**src/rtl/cic_decimator.sv**
```systemverilog
// ----------------------------------------------------------------------------
// cic_decimator
//   Anti-alias CIC decimation filter. N pipelined integrators run at the input
//   sample rate, every R-th accepted sample is handed to N combs (M = 1) that
//   evaluate in a single cycle, and the comb result is scaled down to OUT_W
//   bits. All arithmetic is ACC_W-bit two's complement with modulo wrap.
//
// Ports
//   CLOCK_50   in   1      system clock, all logic on posedge
//   reset      in   1      asynchronous, active-high reset
//   in_valid   in   1      data_in accepted on a posedge with in_valid = 1
//   data_in    in   IN_W   signed input sample
//   out_valid  out  1      one-cycle strobe, data_out holds a new sample
//   data_out   out  OUT_W  signed decimated output, held between strobes
//
// Configuration
//   CIC_ROUND_EN  defined: round half up before the slice, with positive
//                 saturation. Undefined: plain truncation by slicing.
// ----------------------------------------------------------------------------
module cic_decimator #(
   parameter int IN_W  = 16,
   parameter int OUT_W = 16,
   parameter int R     = 6,
   parameter int N     = 3,
   parameter int ACC_W = 25
) (
   input  logic             CLOCK_50,
   input  logic             reset,
   input  logic             in_valid,
   input  logic [IN_W-1:0]  data_in,
   output logic             out_valid,
   output logic [OUT_W-1:0] data_out
);

   localparam int CNT_W = (R > 2) ? $clog2(R) : 1;

   logic [ACC_W-1:0] integ_q    [N];
   logic [ACC_W-1:0] integ_d    [N];
   logic [ACC_W-1:0] comb_dly_q [N];
   logic [ACC_W-1:0] comb_dly_d [N];
   logic [ACC_W-1:0] comb_c     [N+1];
   logic [CNT_W-1:0] dec_cnt_q, dec_cnt_d;
   logic [ACC_W-1:0] dec_sample_q, dec_sample_d;
   logic             dec_stb_q, dec_stb_d;
   logic [OUT_W-1:0] data_out_q, data_out_d;
   logic             out_valid_q, out_valid_d;
   logic [OUT_W-1:0] scaled;

   // Integrators, decimation counter and single-cycle comb chain.
   always_comb begin
      integ_d      = integ_q;
      comb_dly_d   = comb_dly_q;
      dec_cnt_d    = dec_cnt_q;
      dec_sample_d = dec_sample_q;
      dec_stb_d    = 1'b0;
      data_out_d   = data_out_q;
      out_valid_d  = 1'b0;

      if (in_valid) begin
         integ_d[0] = integ_q[0] + {{(ACC_W-IN_W){data_in[IN_W-1]}}, data_in};
         // Each later stage adds the registered (old) value of its predecessor.
         for (int unsigned k = 1; k < N; k++) begin
            integ_d[k] = integ_q[k] + integ_q[k-1];
         end
         if (dec_cnt_q == CNT_W'(R-1)) begin
            dec_cnt_d    = '0;
            dec_sample_d = integ_q[N-1];
            dec_stb_d    = 1'b1;
         end else begin
            dec_cnt_d = dec_cnt_q + 1'b1;
         end
      end

      comb_c[0] = dec_sample_q;
      for (int unsigned k = 0; k < N; k++) begin
         comb_c[k+1] = comb_c[k] - comb_dly_q[k];
         if (dec_stb_q) begin
            comb_dly_d[k] = comb_c[k];
         end
      end

      if (dec_stb_q) begin
         data_out_d  = scaled;
         out_valid_d = 1'b1;
      end
   end

`ifdef CIC_ROUND_EN
   logic [ACC_W:0] rnd_sum;
   logic           unused_rnd_lsbs;

   // One extra bit so that rounding the largest positive value is detectable.
   always_comb begin
      rnd_sum = {comb_c[N][ACC_W-1], comb_c[N]} + (ACC_W+1)'(2**(ACC_W-OUT_W-1));
      if (rnd_sum[ACC_W:ACC_W-1] == 2'b01) begin
         scaled = {1'b0, {(OUT_W-1){1'b1}}};
      end else begin
         scaled = rnd_sum[ACC_W-1 -: OUT_W];
      end
   end
   assign unused_rnd_lsbs = ^rnd_sum[ACC_W-OUT_W-1:0];
`else
   logic unused_trunc_lsbs;

   assign scaled            = comb_c[N][ACC_W-1 -: OUT_W];
   assign unused_trunc_lsbs = ^comb_c[N][ACC_W-OUT_W-1:0];
`endif

   always_ff @(posedge CLOCK_50 or posedge reset) begin
      if (reset) begin
         for (int unsigned k = 0; k < N; k++) begin
            integ_q[k]    <= '0;
            comb_dly_q[k] <= '0;
         end
         dec_cnt_q    <= '0;
         dec_sample_q <= '0;
         dec_stb_q    <= 1'b0;
         data_out_q   <= '0;
         out_valid_q  <= 1'b0;
      end else begin
         integ_q      <= integ_d;
         comb_dly_q   <= comb_dly_d;
         dec_cnt_q    <= dec_cnt_d;
         dec_sample_q <= dec_sample_d;
         dec_stb_q    <= dec_stb_d;
         data_out_q   <= data_out_d;
         out_valid_q  <= out_valid_d;
      end
   end

   assign data_out  = data_out_q;
   assign out_valid = out_valid_q;

endmodule
```
**config.mk**
```make
export PLATFORM = sky130hd
export DESIGN_NAME = cic_decimator
export DESIGN_NICKNAME = d
export VERILOG_FILES = /design/src/rtl/cic_decimator.sv
export SDC_FILE = /design/constraint.sdc
export NUM_CORES = 1
export LEC_CHECK = 0
export CAP_MARGIN = 10
export CORE_UTILIZATION = 40
export CTS_BUF_LIST = sky130_fd_sc_hd__clkbuf_16
export DETAILED_ROUTE_END_ITERATION = 7
export RECOVER_POWER = 100
export SKIP_CTS_REPAIR_TIMING = 1
export SLEW_MARGIN = 20
export SYNTH_ARGS = -nofsm -noshare
export SYNTH_HDL_FRONTEND = slang
export SYNTH_SLANG_ARGS = --single-unit
```
**constraint.sdc**
```tcl
create_clock -name CLOCK_50 -period 9 [get_ports CLOCK_50]
set_input_delay 1.8 -clock CLOCK_50 [delete_from_list [all_inputs] [get_ports CLOCK_50]]
set_output_delay 1.8 -clock CLOCK_50 [all_outputs]
set_load 0.05 [all_outputs]
```
# Yosys cells after proc, flatten, opt, wreduce, memory -nomap -nowiden
# Index checks and enable logic that the tools add are counted.
# word_totals
ff_bits,196
latch_bits,0
ram_bits,0
romBits,0
in_bits,19
out_inout_bits,17
memories,0
# op_classes
addsub,7
n_mul,0
div,0
magnitude_cmp,0
n_eq_ne,1
shifts,0
mux,4
bitwise,0
reduce_logical,1
# ops
cell,count
adder 25 bit,3
subtractor 25 bit,3
"adder 3 x 1 -> 3 bit, second input constant",1
"equality test 3 bit, second input constant",1
2-to-1 mux 1 bit,3
2-to-1 mux 3 bit,1
AND reduction 2 bit,1

# Logic depth before layout (Yosys ltp)
# Gate-level depths: netlist (run 1).
# logic_depth
word_depth,3
depth_mapped,31

# Worst setup path before layout (run 1)
# OpenSTA, ideal clock, no wires.
# synth_timing
kind,flip-flop to flip-flop
from,reg dec_sample_q[0]
to,reg data_out_q[15] (netlist: data_out[15])
arrival_time_ns,5.636
required_ns,8.918
setup_slack_ns,3.282
path_stages_with_launch,29
n_path_buf,0
period_less_slack_ns,5.718
cell_sequence,dfrtp_1 > inv_1 > ha_1 > inv_1 > fa_1 > a211oi_2 > o21bai_1 > a211o_1 > a21oi_1 > o21bai_1 > a21oi_1 > xnor2_1 > ha_1 > o21ai_0 > a211o_1 > or3b_2 > nand2_1 > xor2_1 > ha_1 > and4_1 > a221oi_1 > o21ai_0 > nor3_1 > o21ai_0 > nand3_1 > nand3_1 > and3_1 > or4_1 > a31oi_1
# synth_lines
element,line,text
from (decl),43,"logic [ACC_W-1:0] dec_sample_q, dec_sample_d;"
from (signal assigned),124,dec_sample_q <= dec_sample_d;
to (signal assigned),126,data_out_q <= data_out_d;
to (decl),45,"logic [OUT_W-1:0] data_out_q, data_out_d;"

==> metrics.cfg, run 1 <==
[global_route]
first_global_vias=10038
overflow=0
grt_max_degree=129
grt_pass1_wl_um=45400
grt_use_total_pct=15.2
antenna_found_initial=0

[route]
vias=10370
wl_met2_um=11600
drt-met1-wl_um=13100
wl_um=25600
wl_met3_um=460
postRouteAntennaNets=0
dr.first_iter.drc_count=366
routedWlPerCell_um=12.7
drc=0
maxUsedRoutingLayer=met4
routed_via_density=5.15
first_pass_iters=4

[sta]
worst_slack_ps=2600
slew_viol_final=344
skew_ps=21.2
setup_tns_ps=0
hold_viol_final=0
rsz0062_at_grt=no
finalSetupViolCount=0
worst_pin_slew_ps=4790
slew_headroom_pct=-219
timing.fmax_mhz=156
finalCriticalPeriod_ps=6400
fin_crit_sh_pct=71.1

[critical_path]
worstPathMaxFanout=5
critPathTopFamily=compound AO/OA/AOI/OAI gates
startpoint_type=flip-flop
slowest_delay_ps=470
cp-end-kind=flip-flop
required_ps=9340
path_buf_inv=2
cpMaxStageDelayCell=or3b_2
crit_type=reg2reg
crit_arrival_ps=6740

[floorplan]
die-area_mm2=0.0349
io_pins=36
core_mm2=0.0336
die_x_um=187
std_cell_rows=67
start_util_pct=40.7
die_y_um=187

[yosys]
synth_top_cell_by_area=dfrtp_1
synth.most_common_cell=nand2_1
syn_nets=1694
synth_common_cells=nand2_1, dfrtp_1, ha_1, o21ai_0, inv_1
ys.flop_type=dfrtp_1
async_reset_ff_share_pct=100
synth_area_mm2=0.0137
syn_avg_cell_area_um2=8.96
synth_top_area_share_pct=35.8
yosys_warnings=0
yosysSeqAreaShare_pct=35.8
synth_edf_count=0
ys_ff_latch=196
synthTopCellsByArea=dfrtp_1, ha_1, mux2_2
synth.distinct_cells=61
synthCells=1527

[cells_and_area]
nNetsFinal=1718
layout-drive-gt1-share_pct=7.93
regArea_mm2=0.00490
final_cells=2012
multi_input_area_mm2=0.00816
diodes=0
fillers=3271
syn_to_final_growth_pct=10.2

[placement]
port_buffers=35
place.gp.congestion=0.857
hpwl_um=18600
dp.cells=1980
dp_slack_ps=2680

[status]
violations=capacitance limit, slew limit
status=finished with violations

[job]
drv_cap=4

[clock_network]
clockRootBuffer=clkbuf_16
cts_tree=done
clock_latency_ps=450
clkTransAtPathRegs_ps=80
tritoncts.num_buffers=17
htreeDepth=4
clock_sinks=196
cts_max_path_buffers=2

[worst_hold_path]
hp-class=reg2reg

## cell type report
cell class | instances | area share (%)
multi-input cells | 1169 | 54.2
flip-flops and latches | 196 | 32.5
well taps | 448 | 3.72
inverters | 126 | 3.14
clock buffers | 17 | 2.82
repair buffers | 41 | 2.47
clock inverters | 15 | 1.15
## logic make-up after synthesis
group           Yosys count  synth area share [%]
compound gates          405                  18.4
buf+inv                 162                  4.44
mux                      75                  6.15
fa+ha+maj               148                  13.8
simple gates            438                  14.8
xor+xnor                103                  6.59
flops                   196                  35.8
## cell usage in the layout (no fill, tap or decap), types with 13 or more instances in the layout
cell type        instances
a211oi_1                16
nor2_1                  75
inv_1                  126
or3_1                   13
dfrtp_1                196
clkdlybuf4s50_1         16
ha_1                   143
a21o_1                  40
nor2b_1                 17
nor3_1                  36
clkbuf_16               17
and3_1                  17
o21a_1                  13
mux2_2                  73
a21oi_1                103
dlygate4sd3_1           18
xnor2_1                 79
nand3_1                 31
o21ai_0                131
o21bai_1                23
xor2_1                  24
nand2_1                197
## worst register-to-register path: cells and delay by family (launching register included)
kind | cells | cell delay [ps]
AOI/OAI and AO/OA | 12 | 2470
and+or+nand+nor | 8 | 1790
adders and majority gates | 4 | 1150
xor gates and xnor gates | 2 | 390
DFF | 1 | 380
buffers and inverters | 2 | 130
## path summary, 6_finish.rpt
kind,end,slack [ps],cells past startpoint,start
worst max-delay path,data_out[15]$_DFFE_PP0P_,2600,28,dec_sample_q[0]$_DFFE_PP0P_
worst min-delay path,data_out[10]$_DFFE_PP0P_,490,1,data_out[10]$_DFFE_PP0P_
worst max register to register,data_out[15]$_DFFE_PP0P_,2600,28,dec_sample_q[0]$_DFFE_PP0P_
worst min register to register,data_out[10]$_DFFE_PP0P_,490,1,data_out[10]$_DFFE_PP0P_
max in group asynchronous,integ_q[65]$_DFFE_PP0P_,2630,2,reset
min in group asynchronous,dec_sample_q[0]$_DFFE_PP0P_,3630,2,reset
## flip-flops by register name, indices dropped and copies added, names as in the netlist
name and cells:
comb_dly_q 75, data_out 16, dec_cnt_q 3, dec_sample_q 25, dec_stb_q 1, integ_q 75
out_valid 1
## metrics by stage
step / hold WS, ps / util (%) / area, um^2
floorplan: 352 / - / 13700
global placement: 468 / 43.2 / 14500
detailed placement: 481 / 43.2 / 14500
CTS: 498 / 44.9 / 15100
global route: 508 / 44.8 / 15100
finish: 485 / 44.8 / 15100
## metal layers
metal  vias up  GRT usage [%]
met5         -              0
met4         0           4.26
met3        23           2.35
met2        93           26.0
met1      4796           19.7
li1       5458              -
Power of run 1 is left out: the tool's default activity adds up to more than one toggle a clock period on the data nets, which glitch-free logic cannot reach.
==> run 2: changes to the inputs <==
- clock period: 9 -> 5.42 ns (I/O delays scaled with it)
==> run 2 against run 1 <==
  * Maximum frequency is 14% higher
  * Sequential share of layout area is 1.9 points lower
  * Clock skew is 4.1 ps lower
  * Non-clock buffer count is 96 higher
  * Global-route usage is 0.35 points higher
  * Highest routed layer unchanged
  * Count of clock-buffer cells in the layout stayed put
  * The run ends with capacitance limit, slew limit, setup timing left
==> metrics.cfg, run 2 (synthesized netlist as in run 1, its figures left out) <==
[sta]
worst_pin_slew_ps=2830  ; was 4790 ps
fin_crit_sh_pct=104  ; was 71.1%
worst_slack_ps=-199  ; was 2600 ps
hold_viol_final=0  ; unchanged
slew_headroom_pct=-88.6  ; was -219%
holdWs_ps=479  ; was 485 ps
finalCriticalPeriod_ps=5620  ; was 6400 ps
finalSetupViolCount=4  ; was 0
slew_viol_final=196  ; was 344
rsz0062_at_grt=yes  ; was no
timing.fmax_mhz=178  ; was 156 MHz
skew_ps=17.1  ; was 21.2 ps

[route]
routed_via_density=5.09  ; was 5.15
postRouteAntennaNets=0  ; unchanged
wl_met2_um=12500  ; was 11600 um
routedWlPerCell_um=12.4  ; was 12.7 um
wl_met3_um=474  ; was 460 um
drc=0  ; unchanged
drt-met1-wl_um=12800  ; was 13100 um
vias=10725  ; was 10370
dr.first_iter.drc_count=344  ; was 366
wl_um=26100  ; was 25600 um
first_pass_iters=5  ; was 4
maxUsedRoutingLayer=met4  ; unchanged

[floorplan]
std_cell_rows=67  ; unchanged
core_mm2=0.0336  ; unchanged
die-area_mm2=0.0349  ; unchanged
start_util_pct=40.7  ; unchanged
io_pins=36  ; unchanged
die_y_um=187  ; unchanged
die_x_um=187  ; unchanged

[critical_path]
startpoint_type=flip-flop  ; unchanged
cp-end-kind=flip-flop  ; unchanged
worstReg2RegEnd=data_out[15]$_DFFE_PP0P_  ; unchanged
crit_arrival_ps=5990  ; was 6740 ps
ff2ff_path_depth=28  ; unchanged
required_ps=5800  ; was 9340 ps
worstPathMaxFanout=3  ; was 5
cpMaxStageDelayCell=or3_4  ; was or3b_2
reg2reg_from=dec_sample_q[0]$_DFFE_PP0P_  ; unchanged
slowest_delay_ps=400  ; was 470 ps
crit_type=reg2reg  ; unchanged
r2r_slack_ps=-200  ; was 2600 ps

[job]
drv_cap=4  ; unchanged

[worst_hold_path]
min_path_cells=1  ; unchanged
min_to=data_out[10]$_DFFE_PP0P_  ; unchanged
hp-class=reg2reg  ; unchanged
min_from=data_out[10]$_DFFE_PP0P_  ; unchanged

[placement]
place.gp.congestion=0.866  ; was 0.857
hpwl_um=19400  ; was 18600 um
port_buffers=35  ; unchanged
placed_cell_area_mm2=0.0152  ; was 0.0145 mm^2
dp.cells=2070  ; was 1980

[cells_and_area]
layout-drive-gt1-share_pct=16.0  ; was 7.93%
reg_top3=comb_dly_q x75, integ_q x75, dec_sample_q x25  ; unchanged
syn_to_final_growth_pct=17.2  ; was 10.2%
final_area_mm2=0.0160  ; was 0.0151 mm^2
layout_commonest_cell=nand2_1  ; unchanged
final_cells=2108  ; was 2012
diodes=0  ; unchanged
final_cell_mix=nand2_1, dfrtp_1, ha_1  ; unchanged
fillers=3153  ; was 3271
nNetsFinal=1814  ; was 1718

[clock_network]
cts_tree=done  ; unchanged
clockRootBuffer=clkbuf_16  ; unchanged
clock_sinks=196  ; unchanged
cts_max_path_buffers=2  ; unchanged
clock_latency_ps=460  ; was 450 ps
htreeDepth=4  ; unchanged
clkTransAtPathRegs_ps=80  ; about the same
tritoncts.num_buffers=17  ; unchanged

[global_route]
first_global_vias=10327  ; was 10038
grt_pass1_wl_um=46300  ; was 45400 um
grt_use_total_pct=15.5  ; was 15.2%
grt_max_degree=78  ; was 129
overflow=0  ; unchanged
antenna_found_initial=0  ; unchanged

[status]
violations=capacitance limit, slew limit, setup timing  ; was capacitance limit, slew limit
status=finished with violations  ; unchanged

run 2: changes by cell type in the layout (fill, tap and decap cells not counted), sizes merged:
cell,change
bufinv,-2
dlygate4sd3,-17
clkinv,+1
buf,+93
clkbuf,+3
clkdlybuf4s50,+17
clkinvlp,+1
run 2: critical path, delay by kind of cell (launching register included):
family | cells | cell delay, ps
AOI/OAI and AO/OA | 11 | 2090
and+or+nand+nor | 7 | 1460
adders and majority gates | 4 | 1010
DFF | 1 | 390
buffers and inverters | 4 | 370
xor gates and xnor gates | 2 | 220
run 2: how the worst max path moves through the flow:
stage                               end                   startpoint  slack, ps
5_1_grt        data_out[15]$_DFFE_PP0P_  dec_sample_q[0]$_DFFE_PP0P_       -670
3_3_place_gp   data_out[15]$_DFFE_PP0P_  dec_sample_q[0]$_DFFE_PP0P_       -280
4_1_cts        data_out[15]$_DFFE_PP0P_  dec_sample_q[0]$_DFFE_PP0P_       -430
2_1_floorplan  data_out[15]$_DFFE_PP0P_  dec_sample_q[0]$_DFFE_PP0P_        -20
6_report       data_out[15]$_DFFE_PP0P_  dec_sample_q[0]$_DFFE_PP0P_       -200
3_5_place_dp   data_out[15]$_DFFE_PP0P_  dec_sample_q[0]$_DFFE_PP0P_       -420
run 2: metrics by stage:
stage / setup WS (ps) / utilization, % / setup TNS, ps
after CTS: -435 / 47.1 / -1510
after detailed placement: -419 / 45.3 / -1430
after floorplan: -24.6 / - / -24.6
final: -199 / 47.7 / -439
after global placement: -282 / 45.3 / -699
after global routing: -667 / 47.7 / -3070
run 2: metal layers:
metal,vias to the layer above,global-route usage (%)
li1,5654,-
met1,4947,19.9
met2,97,27.0
met3,27,2.27
met4,0,4.38
met5,-,0
run 2: final cells by class:
| cell class | count | area [um^2] | area share [%] |
|---|---|---|---|
| sequential | 196 | 4910 | 30.6 |
| multi-input combinational | 1169 | 8420 | 52.5 |
| timing repair buffer | 137 | 1080 | 6.76 |
| tap | 448 | 561 | 3.49 |
| clock inverter | 15 | 165 | 1.03 |
| clock buffer | 17 | 425 | 2.65 |
| inverter | 126 | 474 | 2.96 |
Power of run 2 is left out for the same reason.
==> edit 1 (settings of run 1) <==
Set the parameter `OUT_W` to 14 (it was 16).
--- a/src/rtl/cic_decimator.sv
+++ b/src/rtl/cic_decimator.sv
@@ -20,5 +20,5 @@
 module cic_decimator #(
    parameter int IN_W  = 16,
-   parameter int OUT_W = 16,
+   parameter int OUT_W = 14,
    parameter int R     = 6,
    parameter int N     = 3,
Ports: changed (resized data_out); port bits go from 36 to 34. No check against the original RTL was run, so the function may have changed too.
==> edit 1 against run 1 <==
- the flow still finishes with violations (capacitance limit, slew limit)
- wire length down 1.0%
- largest cell class unchanged
- sequential cell count fell by 2
- sequential share of layout area is 0.072 points higher
- setup slack lost 150 ps
- design area is 1.2% lower
- count of clock-buffer cells in the layout unchanged
- core utilization up 0.46 points
- highest routed layer unchanged
- die area down 1.2%
- area after synthesis is 1.2% lower
Power is left out: the tool's default activity adds up to more than one toggle a clock period on the data nets, which glitch-free logic cannot reach.
==> edit 1: results (changes against run 1) <==
| Metric | Value |
|---|---|
| Status | `finished, violations left` |
| Violated checks | `capacitance limit, slew limit` |
| Layout cells sized above 1 | `0.0828 (+0.00350)` |
| CTS Buf Count | `17 (unchanged)` |
| Hold Crit Endpoint | `integ_q[74]$_DFFE_PP0P_` |
| Placed cell count | `1,920 (-3.0%)` |
| Hold Path Depth | `1 (unchanged)` |
| PortBufs | `33 (-5.7%)` |
| Syn Inst Count | `1,474 (-3.5%)` |
| First-pass GRT wire length | `44.9 mm (-1.1%)` |
| Worst Max-Slew Pin Slew | `5000 ps (+214 ps)` |
| Yosys warns | `0 (unchanged)` |
| Synth cell count leaders | `dfrtp_1, nand2_1, ha_1` |
| DR WL/cell | `13.0 um (+2.0%)` |
| Vias per cell | `5.10 (-1.0%)` |
| Clk root buf | `clkbuf_16` |
| CP arrival | `5910 ps (-830 ps)` |
| M1 GR Usage | `0.207 (+0.0104)` |
| FILL cells | `3,268 (-0.092%)` |
| Vias | `9,956 (-4.0%)` |
| CTS H-tree depth | `4 (unchanged)` |
| Pre-antenna DRT Iters | `7 (+3)` |
| GR met3 Demand/Resource | `0.0223 (-0.00115)` |
| Clock skew | `15.1 ps (-6.09 ps)` |
| Overall Global Routing Usage | `0.158 (+0.00614)` |
| Crit path max-delay family | `buffers and inverters` |
| CTS max path bufs | `2 (unchanged)` |
| Synth area leaders | `dfrtp_1, ha_1, xnor2_1` |
| R2R setup slack | `2580 ps (-20 ps)` |
| Post-DP HPWL | `18.7 mm (+0.55%)` |
| Slowest cell on the critical path | `inv_1` |
| Sequential-to-total area share from yosys stat | `0.359 (+0.000511)` |
| Mapped Nets | `1,641 (-3.1%)` |
| Final net count | `1,664 (-3.1%)` |
| Largest stage delay, worst path | `3470 ps (+3000 ps)` |
| RePlAce Congestion | `0.829 (-3.3%)` |
| Slew Viols, Final | `343 (-0.29%)` |
| Pin count of the biggest net entering global routing | `135 (+4.7%)` |
| Drt initial violations | `433 (+18%)` |
| Synth unique cells | `73 (+20%)` |
| Hold Path Class | `register to register` |
| Worst reg2reg path depth | `29 (+3.6%)` |
| Min-delay src | `integ_q[74]$_DFFE_PP0P_` |
| Worst Path Max Fanout | `134 (+129)` |
| M2 GR Usage | `0.273 (+0.0124)` |
| R2R Path End | `data_out[13]$_DFFE_PP0P_` |
| Max-Cap Viols | `4 (unchanged)` |
| Vias in the first global route | `9,766 (-2.7%)` |
| Ys flop type | `dfrtp_1` |
-- edit 1: cell type report --
cell class              instances  area [um^2]  share of cell area
repair buffers                 38          347              0.0233
clock buffers                  17          425              0.0286
well taps                     442          553              0.0372
inverters                     118          443              0.0298
flip-flops and latches        194         4850               0.326
multi-input cells            1128         8080               0.543
clock inverters                15          183              0.0123
-- edit 1: metal layers --
metal  vias up  share of wire
met1      4583           0.51
met5         -              0
met4         0         0.0084
li1       5287              -
met2        70           0.47
met3        16          0.017
-- edit 1: metrics by stage --
stage,instance area (um^2),hold WS [ps],worst slack (ps),util
detailed placement,14300,468,2740,0.436
floorplan,13500,352,1920,-
global route,14900,513,1200,0.453
CTS,14900,480,2710,0.454
global placement,14300,461,2910,0.436
finish,14900,472,2450,0.453
-- edit 1: cells by family after synthesis --
| kind of cell | share of synthesized area |
|---|---|
| simple gates | 0.133 |
| xor+xnor | 0.0733 |
| fa+ha+maj | 0.140 |
| flops | 0.359 |
| mux | 0.0575 |
| buf+inv | 0.0422 |
| compound gates | 0.195 |
-- edit 1: worst max path at each step --
| stage | from | to | slack (ps) | depth (start not counted) |
|---|---|---|---|---|
| 6_report | reset | comb_dly_q[44]$_DFFE_PP0P_ | 2450 | 2 |
| 5_1_grt | reset | comb_dly_q[18]$_DFFE_PP0P_ | 1200 | 2 |
| 4_1_cts | dec_sample_q[0]$_DFFE_PP0P_ | data_out[13]$_DFFE_PP0P_ | 2710 | 29 |
| 3_5_place_dp | dec_sample_q[0]$_DFFE_PP0P_ | data_out[13]$_DFFE_PP0P_ | 2740 | 29 |
| 3_3_place_gp | dec_sample_q[0]$_DFFE_PP0P_ | data_out[13]$_DFFE_PP0P_ | 2910 | 29 |
| 2_1_floorplan | reset | comb_dly_q[0]$_DFFE_PP0P_ | 1920 | 1 |
==> edit 2 (config.mk and constraints of run 1) <==
Without the edit above. Register the input `in_valid` before use. The logic sees it one clock later. The other inputs are not delayed to match.
--- a/src/rtl/cic_decimator.sv
+++ b/src/rtl/cic_decimator.sv
@@ -35,4 +35,10 @@
    localparam int CNT_W = (R > 2) ? $clog2(R) : 1;
 
+   logic in_valid_q;
+
+   always_ff @(posedge CLOCK_50) begin
+      in_valid_q <= in_valid;
+   end
+
    logic [ACC_W-1:0] integ_q    [N];
    logic [ACC_W-1:0] integ_d    [N];
@@ -57,5 +63,5 @@
       out_valid_d  = 1'b0;
 
-      if (in_valid) begin
+      if (in_valid_q) begin
          integ_d[0] = integ_q[0] + {{(ACC_W-IN_W){data_in[IN_W-1]}}, data_in};
          // Each later stage adds the registered (old) value of its predecessor.
Behaviour: not the same (a bounded check fails within 10 cycles, from zero or initial values and one cycle with reset high).
==> edit 2 against run 1 <==
- the run still ends with capacitance limit, slew limit left
- worst hold slack lost 9.2 ps
- critical path type unchanged
- first-iteration DRC count shrank 6.3%
- cell count is the same
- setup slack lost 78 ps
- wire length shrank 1.9%
- fmax shrank 1.2%
- sequential cell count grew 1
- critical path depth is the same
- highest routed layer unchanged
- core utilization is essentially flat
- design area is essentially flat
- area after synthesis grew 0.15%
Power is not shown: default switching activity piles up to over one toggle a cycle in this logic, so the estimate is an artifact.
==> edit 2: results (changes against run 1) <==
| Metric | Value |
|---|---|
| Vias in the first global route | `9,985 (-0.53%)` |
| Status | `finished, violations left` |
| Mapped Nets | `1,695 (+0.059%)` |
| Post-DP HPWL | `18.4 mm (-0.93%)` |
| Xor/xnor share of the synthesized area | `0.0658 (-0.0000963)` |
| Max-Cap Viols | `4 (unchanged)` |
| Post-Synth Adder-Cell Area | `0.138 (-0.000202)` |
| Post-synthesis mux area share | `0.0615 (-0.0000899)` |
| Synth async-reset ratio | `0.995 (-0.00508)` |
| RePlAce Congestion | `0.851 (-0.75%)` |
| Clock skew | `14.0 ps (-7.16 ps)` |
| Worst Max-Slew Pin Slew | `4750 ps (-35.2 ps)` |
| Post-synthesis compound-gate area fraction | `0.183 (-0.000268)` |
| Sequential-to-total area share from yosys stat | `0.359 (+0.000937)` |
| FILL cells | `3,259 (-0.37%)` |
| Synth unique cells | `62 (+1.6%)` |
| Drt initial violations | `343 (-6.3%)` |
| Violated checks | `capacitance limit, slew limit` |
| Vias per cell | `5.14 (-0.26%)` |
| Slew Viols, Final | `345 (+0.29%)` |
| DR WL/cell | `12.5 um (-1.9%)` |
| Met3 WL post-DR | `514 um (+12%)` |
| Overall Global Routing Usage | `0.150 (-0.00197)` |
| Synth area leaders | `dfrtp_1, ha_1, mux2_2` |
| M1 WL | `12.8 mm (-2.5%)` |
-- edit 2: routing by layer --
layer	global-route usage	up-vias
met5	0	-
met4	0.0388	0
met3	0.0238	20
met2	0.257	108
met1	0.195	4740
li1	-	5475
-- edit 2: critical path: cells and delay by family (launching register included) --
kind	cells	cell delay (ps)
AOI/OAI and AO/OA	12	2500
xor gates and xnor gates	2	390
adders and majority gates	4	1160
buffers and inverters	2	130
DFF	1	380
and+or+nand+nor	8	1800
-- edit 2: final cells by class --
cell class                      instances  area, um^2  share of cell area
Inverter                              126         473              0.0314
Tap cell                              448         561              0.0372
Clock buffer                           17         425              0.0282
Clock inverter                         15         165              0.0109
Multi-Input combinational cell       1169        8160               0.541
Sequential cell                       197        4920               0.326
Timing Repair Buffer                   40         373              0.0247
-- edit 2: metrics by stage --
stage	hold WS (ps)	utilization	instances	worst slack, ps	area, um^2
after CTS	486	0.450	2012	2580	15100
after global placement	468	0.432	1980	2800	14500
after detailed placement	468	0.432	1980	2620	14500
final	476	0.449	2012	2520	15100
after floorplan	352	-	1528	1860	13700
after global routing	486	0.449	2012	1550	15100
-- edit 2: kinds of logic after synthesis --
| logic type | Yosys count |
|---|---|
| AND/OR/NAND/NOR | 438 |
| AO/OA/AOI/OAI | 405 |
| flip-flops | 197 |
| buffers and inverters | 162 |
| adder cells (fa/ha/maj) | 148 |
| XOR/XNOR | 103 |
| multiplexers | 75 |
-- edit 2: how the worst max path moves through the flow --
stage / start / end
3_3_place_gp: dec_sample_q[0]$_DFFE_PP0P_ / data_out[15]$_DFFE_PP0P_
4_1_cts: dec_sample_q[0]$_DFFE_PP0P_ / data_out[15]$_DFFE_PP0P_
2_1_floorplan: reset / comb_dly_q[0]$_DFFE_PP0P_
5_1_grt: reset / comb_dly_q[18]$_DFFE_PP0P_
3_5_place_dp: dec_sample_q[0]$_DFFE_PP0P_ / data_out[15]$_DFFE_PP0P_
6_report: dec_sample_q[0]$_DFFE_PP0P_ / data_out[15]$_DFFE_PP0P_
